$ cat src/rtl/cpc_pi_mailbox_ctrl.sv
// Byte mailbox between the CPC Z80 I/O bus and the Raspberry Pi GPIO handshake.
// Latency: PI_REQ rise to PI_ACK rise is 4 CLK edges; Z80 data/status reads are combinational.
// Backpressure: a Z80 write into a full tx FIFO sets ovf; a Pi write into a full rx FIFO is dropped.

module cpc_pi_mailbox_fifo #(
    parameter int DEPTH = 4,
    parameter int AW    = $clog2(DEPTH)
) (
    input  logic       clk,
    input  logic       rst_n,
    input  logic       push_vld,
    input  logic [7:0] push_dat,
    input  logic       pop_vld,
    output logic [7:0] head_dat,
    output logic       full,
    output logic       empty
);
    // Generic byte FIFO: pointers wrap modulo DEPTH, count holds 0..DEPTH.
    // Latency: a push is visible at head on the next cycle when the FIFO was empty.
    // Backpressure: pushes into a full FIFO are accepted only alongside a same-cycle pop.

    logic [7:0]  mem [DEPTH];
    logic [AW-1:0] wr_ptr;
    logic [AW-1:0] rd_ptr;
    logic [AW:0]   count;
    logic          push_ok;
    logic          pop_ok;

    assign full     = (count == (AW+1)'(DEPTH));
    assign empty    = (count == '0);
    assign pop_ok   = pop_vld && !empty;
    assign push_ok  = push_vld && (!full || pop_ok);
    assign head_dat = mem[rd_ptr];

    always_ff @(posedge clk) begin
        if (push_ok) begin
            mem[wr_ptr] <= push_dat;
        end
    end

    always_ff @(posedge clk) begin
        if (!rst_n) begin
            wr_ptr <= '0;
            rd_ptr <= '0;
            count  <= '0;
        end else begin
            if (push_ok) wr_ptr <= wr_ptr + 1'b1;
            if (pop_ok)  rd_ptr <= rd_ptr + 1'b1;
            case ({push_ok, pop_ok})
                2'b10:   count <= count + 1'b1;
                2'b01:   count <= count - 1'b1;
                default: count <= count;
            endcase
        end
    end
endmodule

module cpc_pi_mailbox_ctrl #(
    parameter logic [15:0] PORT_ADDR = 16'hFD80,
    parameter int          DEPTH     = 4,
    parameter logic [7:0]  EMPTY_RD  = 8'hFF
) (
    input  logic        CLK,
    input  logic        RESET_B,
    input  logic [15:0] A,
    input  logic [7:0]  D_IN,
    output logic [7:0]  D_OUT,
    output logic        D_OE,
    input  logic        IOREQ_B,
    input  logic        RD_B,
    input  logic        WR_B,
    input  logic        PI_REQ,
    input  logic        PI_DIR,
    input  logic [7:0]  PI_DIN,
    output logic [7:0]  PI_DOUT,
    output logic        PI_ACK,
    output logic        PI_TXAV,
    output logic        PI_RXFULL
);
    // Top: Z80 port decode, two mailbox FIFOs and the Pi req/ack state machine.
    // Latency: 4 CLK edges PI_REQ->PI_ACK; Z80 pushes on leading edge, pops on trailing edge.
    // Backpressure: tx overflow latches ovf until a status read; rx overflow drops silently.

    typedef enum logic [1:0] {IDLE, XFER, ACKW} pi_state_t;

    pi_state_t  state;
    logic       sel, io_rd, io_wr, io_rd_q, io_wr_q, rd_a0_q;
    logic       z80_push, rd_end, ovf;
    logic       req_meta, req_s, req_armed;
    logic       xfer;
    logic [7:0] tx_head, rx_head;
    logic       tx_full, tx_empty, rx_full, rx_empty;

    assign sel   = !IOREQ_B && (A[15:1] == PORT_ADDR[15:1]);
    assign io_rd = sel && !RD_B;
    assign io_wr = sel && !WR_B;
    assign D_OE  = io_rd;

    assign z80_push = io_wr && !io_wr_q && !A[0];
    assign rd_end   = io_rd_q && !io_rd;
    assign xfer     = (state == XFER);

    always_comb begin
        D_OUT = rx_empty ? EMPTY_RD : rx_head;
        if (A[0]) D_OUT = {5'b0, ovf, tx_full, !rx_empty};
    end

    cpc_pi_mailbox_fifo #(.DEPTH(DEPTH)) u_tx_fifo (
        .clk      (CLK),
        .rst_n    (RESET_B),
        .push_vld (z80_push),
        .push_dat (D_IN),
        .pop_vld  (xfer && PI_DIR),
        .head_dat (tx_head),
        .full     (tx_full),
        .empty    (tx_empty)
    );

    cpc_pi_mailbox_fifo #(.DEPTH(DEPTH)) u_rx_fifo (
        .clk      (CLK),
        .rst_n    (RESET_B),
        .push_vld (xfer && !PI_DIR),
        .push_dat (PI_DIN),
        .pop_vld  (rd_end && !rd_a0_q),
        .head_dat (rx_head),
        .full     (rx_full),
        .empty    (rx_empty)
    );

    always_ff @(posedge CLK) begin
        if (!RESET_B) begin
            io_rd_q   <= 1'b0;
            io_wr_q   <= 1'b0;
            rd_a0_q   <= 1'b0;
            ovf       <= 1'b0;
            PI_TXAV   <= 1'b0;
            PI_RXFULL <= 1'b0;
        end else begin
            io_rd_q   <= io_rd;
            io_wr_q   <= io_wr;
            if (io_rd) rd_a0_q <= A[0];
            // Setting beats clearing when an overflow lands on the status-read trailing edge.
            if (z80_push && tx_full && !(xfer && PI_DIR))
                ovf <= 1'b1;
            else if (rd_end && rd_a0_q)
                ovf <= 1'b0;
            PI_TXAV   <= !tx_empty;
            PI_RXFULL <= rx_full;
        end
    end

    // Synchroniser resets high so a request still held across reset needs a fresh rise.
    always_ff @(posedge CLK) begin
        if (!RESET_B) begin
            req_meta  <= 1'b1;
            req_s     <= 1'b1;
            req_armed <= 1'b0;
            state     <= IDLE;
            PI_ACK    <= 1'b0;
            PI_DOUT   <= 8'h00;
        end else begin
            req_meta <= PI_REQ;
            req_s    <= req_meta;
            if (!req_s) req_armed <= 1'b1;
            case (state)
                IDLE: begin
                    PI_ACK <= 1'b0;
                    if (req_s && req_armed) state <= XFER;
                end
                XFER: begin
                    if (PI_DIR) PI_DOUT <= tx_empty ? EMPTY_RD : tx_head;
                    PI_ACK <= 1'b1;
                    state  <= ACKW;
                end
                ACKW: begin
                    if (!req_s) begin
                        PI_ACK <= 1'b0;
                        state  <= IDLE;
                    end
                end
                default: begin
                    PI_ACK <= 1'b0;
                    state  <= IDLE;
                end
            endcase
        end
    end
endmodule

$ cat config.mk
export PLATFORM = sky130hd
export DESIGN_NAME = cpc_pi_mailbox_ctrl
export DESIGN_NICKNAME = d
export VERILOG_FILES = /design/src/rtl/cpc_pi_mailbox_ctrl.sv
export SDC_FILE = /design/constraint.sdc
export NUM_CORES = 1
export LEC_CHECK = 0
export CAP_MARGIN = 5
export CORE_UTILIZATION = 42
export CTS_CLUSTER_DIAMETER = 80
export DETAILED_ROUTE_END_ITERATION = 16
export PLACE_DENSITY_LB_ADDON = 0.08
export SYNTH_ARGS = -nofsm -noshare
export SYNTH_HDL_FRONTEND = slang
export SYNTH_SLANG_ARGS = --single-unit
$ cat constraint.sdc
create_clock -name CLK -period 4.83 [get_ports CLK]
set_clock_uncertainty 0.15 [all_clocks]
set_input_delay 0.966 -clock CLK [delete_from_list [all_inputs] [get_ports CLK]]
set_output_delay 0.966 -clock CLK [all_outputs]
set_load 0.01 [all_outputs]
# [Yosys cells after proc, flatten, opt, wreduce, memory -nomap -nowiden]
# Memory sizes are Yosys's and may differ from the RTL's. A register that Yosys moved wholly into a read port is not among the register bits.
# Index checks and enable logic that the tools add are counted.
# W data, S select, Z words.
[word_totals] regBits=34 ramBits=64 output_inout_bits=20 mem_count=2
[mem_list] name="u_rx_fifo.mem" words=4 width=8 read_ports=1 rd_clocked_by_memory_dff=1 write_ports=1 line="22" rtl="logic [7:0] mem [DEPTH];"
[mem_list] name="u_tx_fifo.mem" words=4 width=8 read_ports=1 rd_clocked_by_memory_dff=1 write_ports=1 line="22"
[classes] add_sub_neg=8 eq_ne=11 n_mux=20 n_reduce_logical=40
[op_table] operator="$mux W8" count=3
[op_table] operator="$logic_and A1 B1 Y1" count=17
[op_table] operator="$eq A15 B15 Y1 const B" count=1
[op_table] operator="$logic_not A1 Y1" count=13
[op_table] operator="$mux W2" count=6
[op_table] operator="$pmux W3 S2" count=2
[op_table] operator="$add A2 B1 Y2 const B" count=4
[op_table] operator="$mux W1" count=7
[op_table] operator="$add A3 B1 Y3 const B" count=2
[op_table] operator="$eq A2 B1 Y1 const B" count=3
[op_table] operator="$eq A2 B2 Y1 const B" count=3
[op_table] operator="$eq A3 B3 Y1 const B" count=2
[op_table] operator="$logic_not A3 Y1" count=2
[op_table] operator="$pmux W2 S3" count=1
[op_table] operator="$reduce_bool A2 Y1" count=3
[op_table] operator="$sub A3 B1 Y3 const B" count=2
[op_table] operator="$ne A2 B2 Y1 const B" count=2
[op_table] operator="$reduce_and A2 Y1" count=2
[op_table] operator="$logic_not A2 Y1" count=1
[op_table] operator="$logic_or A1 B1 Y1" count=2
[op_table] operator="$pmux W1 S2" count=1

# [Longest topological paths before layout]
# Gate-level depths: netlist (run 1).
[logic_depth] depth_word=11 depth_mapped=10 ltp_nobuf=10

# [Cells and area by module]
# From an unflattened synthesis (run 1), not the netlist that was laid out.
[hier_totals] cells_unflattened=302 area_unflattened_um2=4245.3
[by_module_without_submodules] mod="cpc_pi_mailbox_fifo at u_rx_fifo" n_inst=1 cells_per_inst=102 area_each_um2=1699.1
[by_module_without_submodules] mod="cpc_pi_mailbox_fifo at u_tx_fifo" n_inst=1 cells_per_inst=96 area_each_um2=1645.3
[by_module_without_submodules] mod="cpc_pi_mailbox_ctrl" n_inst=1 cells_per_inst=104 area_each_um2=900.9

# [Least setup slack after synthesis (run 1)]
# OpenSTA, ideal clock, no wires.
[synth_timing] path_kind="input-to-reg" start="input A[3]" end="register u_rx_fifo.count[2]" setup_ns=0.070 t_arrival_ns=3.047 required_time_ns=4.610 path_slack_ns=1.563 cell_stages=10 cell_sequence="nor4b_4 nand4_4 o31a_2 inv_1 ha_1 inv_1 fa_1 xor2_1 or3_1 a21oi_1"
[synth_via] elab_chain_cells=11
[synth_rtl] element="from (decl)" line="65" rtl="input logic [15:0] A,"
[synth_rtl] element="$eq A15 B15 Y1 (*)" line="94" rtl="assign sel = !IOREQ_B && (A[15:1] == PORT_ADDR[15:1]);"
[synth_rtl] element="$logic_and A1 B1 Y1 (*)" line="94"
[synth_rtl] element="$logic_and A1 B1 Y1 (*)" line="95" rtl="assign io_rd = sel && !RD_B;"
[synth_rtl] element="$logic_not A1 Y1 (*)" line="100" rtl="assign rd_end = io_rd_q && !io_rd;"
[synth_rtl] element="$logic_and A1 B1 Y1 (*)" line="100"
[synth_rtl] element="$logic_and A1 B1 Y1 (*)" line="124" rtl=".pop_vld (rd_end && !rd_a0_q),"
[synth_rtl] element="$logic_and A1 B1 Y1 (*)" line="31" rtl="assign pop_ok = pop_vld && !empty;"
[synth_rtl] element="$logic_or A1 B1 Y1" line="32" rtl="assign push_ok = push_vld && (!full || pop_ok);"
[synth_rtl] element="$logic_and A1 B1 Y1" line="32"
[synth_rtl] element="$eq A2 B1 Y1 or $eq A2 B2 Y1 (tied branches)" line="49" rtl="case ({push_ok, pop_ok})"
[synth_rtl] element="$pmux W3 S2 or $reduce_bool A2 Y1 (tied branches)"
[synth_rtl] element="to (signal assigned)" line="50" rtl="2'b10: count <= count + 1'b1;"
[synth_rtl] element="to (signal assigned)" line="51" rtl="2'b01: count <= count - 1'b1;"
[synth_rtl] element="to (signal assigned)" line="52" rtl="default: count <= count;"
[synth_rtl] element="to (decl)" line="25" rtl="logic [AW:0] count;"
# Mark *: on every way between the ends. The rest lies on a longest branch, timed or not.
# A chain may end at the register's enable or synchronous reset.

# [Final worst setup path (run 1)]
[layout_timing] start="input A[0]" end="output D_OUT[2]"
[layout_via] elab_chain_cells=1
[layout_rtl] element="$mux W8" line="105" rtl="if (A[0]) D_OUT = {5'b0, ovf, tx_full, !rx_empty};"
[layout_rtl] element="to (decl)" line="67" rtl="output logic [7:0] D_OUT,"
# Every way passes these cells.

==> results.cfg, run 1 <==
[synthesis]
syn_area_um2 = 4161
syn_nets = 334
synthArstFlopShare_pct = 0
yosysWarningCount = 0
yosysUniqueCellTypes = 43
syn_avg_cell_area_um2 = 14.70
synth-seq-cells = 102
synthFlopType = edfxtp_1
ys_seq_area_share_pct = 64.46
netlist_instances = 283
synth_edf_count = 64

[power]
vdd_drop_max_v = 0.0001445
power_density_nw_per_um2 = 306.2
p_leak_nw = 1.639

[critical_path]
path_common_cell = clkdlybuf4s50_1
cp.depth = 4
crit_path_top_delay_cell = clkdlybuf4s50_1
critPathTopFamily = buffers and inverters
cp_num_buf_inv = 2
crit_chain = clkdlybuf4s50_1 > nor3_1 > a21oi_1 > clkdlybuf4s50_1
critPathMaxStageDelay_ns = 0.83
ff2ff_setup_slack_ns = 1.90
setup.worst_path.end_class = output port
cp_max_fo = 14
worst_setup_path_start_kind = input pin
rr_worst_depth = 9
r2r_end = u_tx_fifo.count[2]$_SDFFE_PN0P_
critPathRequiredTime_ns = 3.71
r2r-start = state[0]$_SDFFE_PN0P_
crit_type = in2out
cp.arrival_ns = 2.67

[global_route]
grt_usage_pct = 16.04
grt_pass1_wl_mm = 12.04
grtUsageMet1_pct = 19.47
antenna_found_initial = 0
grt_remaining_overflow = 0
busiest_layer = met2
grt_pass1_vias = 2364
use_met2_pct = 27.60
grt_use_met3_pct = 4.210
grt_max_degree = 22

[clock_tree]
clockRootBuffer = clkbuf_8
insertion_delay_ns = 0.36
cts_made_buffers = 9
clkTransAtPathRegs_ns = 0.09
cts_tree = yes
cts_resized = 0
hold_buffers = 0
cts_buffer_depth = 2
cts_setup_buffers = 0
h-tree-depth = 3
cts.sinks = 102

[sta]
finalSetupViolations = 0
fin_setup_tns_ns = 0
slew_viol_final = 0
rsz0062_at_grt = false
min_period_ns = 3.783
slew_headroom_pct = 39.90
period_share_pct = 78.32
fmax_mhz = 264.3
tightest_slew_ns = 0.8987
hold_violations = 0

[detailed_routing]
vias_per_cell = 5.096
wl_mm = 7.601
drcViolationCount = 0
num_vias = 2431
drt_iter0_markers = 82
drtAntennaViolNets = 0
firstDrtPassIters = 4
wire_per_inst_um = 15.94

[worst_hold_path]
hold_class = reg2reg
worstHoldEndpoint = req_s$_SDFF_PN1_
hold_path_depth = 1
hp-start = req_meta$_SDFF_PN1_

[run_status]
status = finished, final reports clean

[placed_design]
port_buffers = 58
hpwl_mm = 5.266
gp_congestion = 0.7368

[die]
start_util_pct = 44.20
core_um2 = 9415
io_pins = 59
rows = 35
die_h_um = 101.5
die_x_um = 101.5
die_area_um2 = 10310

[cells_and_area]
drive_above_1_share_pct = 14.66
area_growth_pct = 21.74
final_core_util_pct = 53.81
antennaDiodeCount = 0
nNetsFinal = 394

[job]
maxCapViolations = 0
==> cell usage in the layout, fill, tap and decap left out, types with 5 or more instances in the layout <==
cell type and instances:
nor2_1 23, nand2_1 9, inv_1 18, ha_1 10, mux4_2 16, a21oi_1 13, clkdlybuf4s50_1 58, xor2_1 6
dfxtp_1 38, clkbuf_8 10, o221a_2 8, edfxtp_1 64, or3_1 5, nor3_1 7, and2_1 9
==> cell type report <==
type	instances	area, um2
repair buffers	58	580.6
clock inverters	4	55.05
inverters	19	71.32
multi-input cells	153	1370
well taps	129	161.4
fillers	797	4349
flip-flops and latches	102	2683
clock buffers	12	145.1
==> Yosys cell counts, drive strengths merged, types with 5 or more instances <==
cell type   n  area [um2]
nand2       9       33.78
edfxtp     64        1922
dfxtp      38       760.7
ha         10       125.1
mux4       16       360.4
buf         5       22.52
inv        19       71.31
nor2       23       86.33
a21oi      14       73.82
nor3        9       55.05
o221a       8       90.09
and2        9       56.30
xor2        6       52.55
or3         5       31.28
==> power by group <==
part	total, mW	switching, mW	internal [mW]
combinational	0.0785	0.0334	0.0452
sequential	0.930	0.00248	0.927
clock	0.543	0.286	0.257
==> per-stage QoR <==
stage | power (mW) | worst slack [ns] | hold slack [ns] | cell area, um2 | instances
6_report | 1.551 | 1.047 | 0.2639 | 5066 | 477
3_5_place_dp | 1.029 | 0.8218 | 0.2568 | 4866 | 461
2_1_floorplan | 0.9731 | 1.563 | 0.2363 | 4161 | 283
3_3_place_gp | 1.028 | 0.9222 | 0.2397 | 4866 | 461
5_1_grt | 1.603 | 0.9113 | 0.2879 | 5066 | 477
4_1_cts | 1.566 | 0.9916 | 0.2715 | 5066 | 477
==> worst max-delay path by stage <==
stage,to,start
after floorplan,u_rx_fifo.count[2]$_SDFFE_PN0P_,A[3]
after global routing,D_OUT[2],A[0]
after detailed placement,u_tx_fifo.count[2]$_SDFFE_PN0P_,PI_DIR
after global placement,u_rx_fifo.count[2]$_SDFFE_PN0P_,A[3]
after CTS,D_OUT[2],A[0]
final,D_OUT[2],A[0]
==> logic make-up (layout without fill, tap and decap cells) <==
group                    after synthesis  count (layout)  share of synthesized area (%)
AO/OA/AOI/OAI                         34              34                          6.013
flip-flops                           102             102                          64.46
AND/OR/NAND/NOR                       81              81                          12.06
XOR/XNOR                               6               6                          1.263
buffers and inverters                 28              93                          2.615
multiplexers                          20              20                          9.621
adder cells (fa/ha/maj)               12              12                          3.969
==> registers in the layout, summed over array words and instances, names as in the netlist, 2 cells and up, named ones only <==
name,cells
u_tx_fifo.rd_ptr,2
u_rx_fifo.rd_ptr,2
u_rx_fifo.mem,32
PI_DOUT,8
u_tx_fifo.count,3
state,2
u_rx_fifo.count,3
u_rx_fifo.wr_ptr,2
u_tx_fifo.mem,32
u_tx_fifo.wr_ptr,2
==> worst register-to-register path: stages (launching register included) <==
cell and delay (ns):
dfxtp_1 0.38, and3b_1 0.54, nand2_1 0.42, inv_1 0.14, ha_1 0.19, inv_1 0.06
fa_1 0.37, xor2_1 0.16, or3_1 0.31, a21oi_1 0.15
==> layer usage <==
layer | up-vias | wire length, um
li1 | 1180 | -
met1 | 1204 | 3425
met2 | 38 | 3861
met3 | 9 | 218
met4 | 0 | 95
met5 | - | 0
Note: power is estimated with default switching activity, not from simulation.
==> run 2, diff against run 1 <==
Clock period 4.83 ns to 3.9 ns, I/O delays scaled along.
==> run 2 against run 1 <==
Net effect: final cell count up 1.3%; sequential share of layout area down 0.61 points; worst hold slack better by 0.0063 ns; first-iteration DRC count up 22%; sequential power up 24%; combinational power up 26%; power up 25%; register-to-register slack worse by 0.63 ns; global-route usage down 0.18 points; wire length down 1.6%; critical path type unchanged.
==> results.cfg, run 2 (synthesized netlist as in run 1, its figures left out) <==
[sta]
rsz0062_at_grt = false
period_share_pct = 89.00
holdWs_ns = 0.2702
fin_setup_tns_ns = 0
fmax_mhz = 288.1
min_period_ns = 3.471
hold_violations = 0
finalSetupViolations = 0
slew_viol_final = 0
setup_slack_ns = 0.4290
slew_headroom_pct = 52.36
tightest_slew_ns = 0.7108

[detailed_routing]
drtAntennaViolNets = 0
drcViolationCount = 0
firstDrtPassIters = 4
wire_per_inst_um = 15.48
wl_mm = 7.477
drt_iter0_markers = 100
num_vias = 2450
vias_per_cell = 5.072

[cells_and_area]
final_common_cell = edfxtp_1
drive_above_1_share_pct = 16.67
antennaDiodeCount = 0
final_core_util_pct = 54.43
mostFrequentLayoutCells = 64 x edfxtp_1, 58 x clkdlybuf4s50_1, 38 x dfxtp_1, 23 x nor2_1, 18 x inv_1
fin_area_um2 = 5125
nNetsFinal = 400
finalNonFillerCells = 483
area_growth_pct = 23.15
largestRegisters = u_rx_fifo.mem (32), u_tx_fifo.mem (32), PI_DOUT (8)

[power]
clockPowerShare_pct = 35.6
p_int_mw = 1.532
power_density_nw_per_um2 = 378.7
power_mw = 1.941
switching_power_mw = 0.4086
p_leak_nw = 1.680
p_seq_share_pct = 59.3
pwr-share-comb_pct = 5.1
vdd_drop_max_v = 0.0001934
switching_share_pct = 21.06

[global_route]
grt_pass1_vias = 2477
grt_remaining_overflow = 0
grt_usage_pct = 15.86
antenna_found_initial = 0
grt_pass1_wl_mm = 12.12
grt_max_degree = 22

[placed_design]
port_buffers = 58
gp_congestion = 0.7447
dp_worst_setup_slack_ns = 0.2121
dp_cells = 467
dpl_cell_area_um2 = 4911
hpwl_mm = 5.388

[die]
io_pins = 59
die_x_um = 101.5
die_h_um = 101.5
die_area_um2 = 10310
rows = 35
core_um2 = 9415
start_util_pct = 44.20

[critical_path]
critPathMaxStageDelay_ns = 0.53
cp_max_fo = 7
cp.arrival_ns = 2.54
critPathRequiredTime_ns = 2.97
setup.worst_path.end_class = output port
worst_setup_path_start_kind = input pin
crit_type = in2out
crit_path_top_delay_cell = clkdlybuf4s50_1
path_common_cell = clkdlybuf4s50_1
crit_chain = clkdlybuf4s50_1 > nor4b_4 > nand4_4 > buf_4 > nor2_1 > clkdlybuf4s50_1

[run_status]
status = finished, final reports clean

[clock_tree]
cts_made_buffers = 9
h-tree-depth = 3
cts_buffer_depth = 2
clkTransAtPathRegs_ns = 0.09
cts.sinks = 102
cts_tree = yes
clockRootBuffer = clkbuf_8
insertion_delay_ns = 0.34
cts_setup_buffers = 0
cts_resized = 0
hold_buffers = 0

[job]
maxCapViolations = 0

[worst_hold_path]
hold_class = reg2reg
==> run 2: cell types whose count changed in the layout (fill, tap and decap cells not counted) <==
cell / previous run / this run
buf_4: 0 / 6
clkbuf_1: 2 / 0
clkinvlp_4: 1 / 0
inv_6: 1 / 2
inv_8: 0 / 1
clkinv_4: 1 / 2
==> run 2: final timing paths <==
kind | from | end | slack, ns | depth (start not counted)
setup / recovery | A[3] | D_OE | 0.43 | 6
hold / removal | req_meta$_SDFF_PN1_ | req_s$_SDFF_PN1_ | 0.27 | 1
setup reg to reg | u_tx_fifo.count[0]$_SDFFE_PN0P_ | u_tx_fifo.count[2]$_SDFFE_PN0P_ | 1.27 | 10
hold reg to reg | req_meta$_SDFF_PN1_ | req_s$_SDFF_PN1_ | 0.27 | 1
==> run 2: worst max-delay path, delay by kind of cell <==
kind	cells	cell delay, ns
buffers and inverters	3	1.17
and+or+nand+nor	3	0.59
==> run 2: final cells by class <==
type	count	area (um2)
fillers	795	4290
inverters	19	71.32
flip-flops and latches	102	2683
clock inverters	6	76.32
clock buffers	10	137.6
multi-input cells	153	1370
repair buffers	64	625.6
well taps	129	161.4
==> run 2: layer usage <==
| metal | vias up | global-route usage, % | wire length, um |
|---|---|---|---|
| met5 | - | 0 | 0 |
| met4 | 0 | 5.017 | 103 |
| met3 | 8 | 4.624 | 274 |
| met2 | 45 | 28.69 | 3871 |
| met1 | 1203 | 17.97 | 3228 |
| li1 | 1194 | - | - |
==> run 2: power by group through the flow <==
stage | logic (mW) | registers (mW) | clock network [mW]
2_1_floorplan | 0.0279 | 1.18 | 0
3_3_place_gp | 0.0988 | 1.18 | 0
3_5_place_dp | 0.100 | 1.18 | 0
4_1_cts | 0.101 | 1.15 | 0.710
5_1_grt | 0.107 | 1.15 | 0.754
6_report | 0.0992 | 1.15 | 0.690
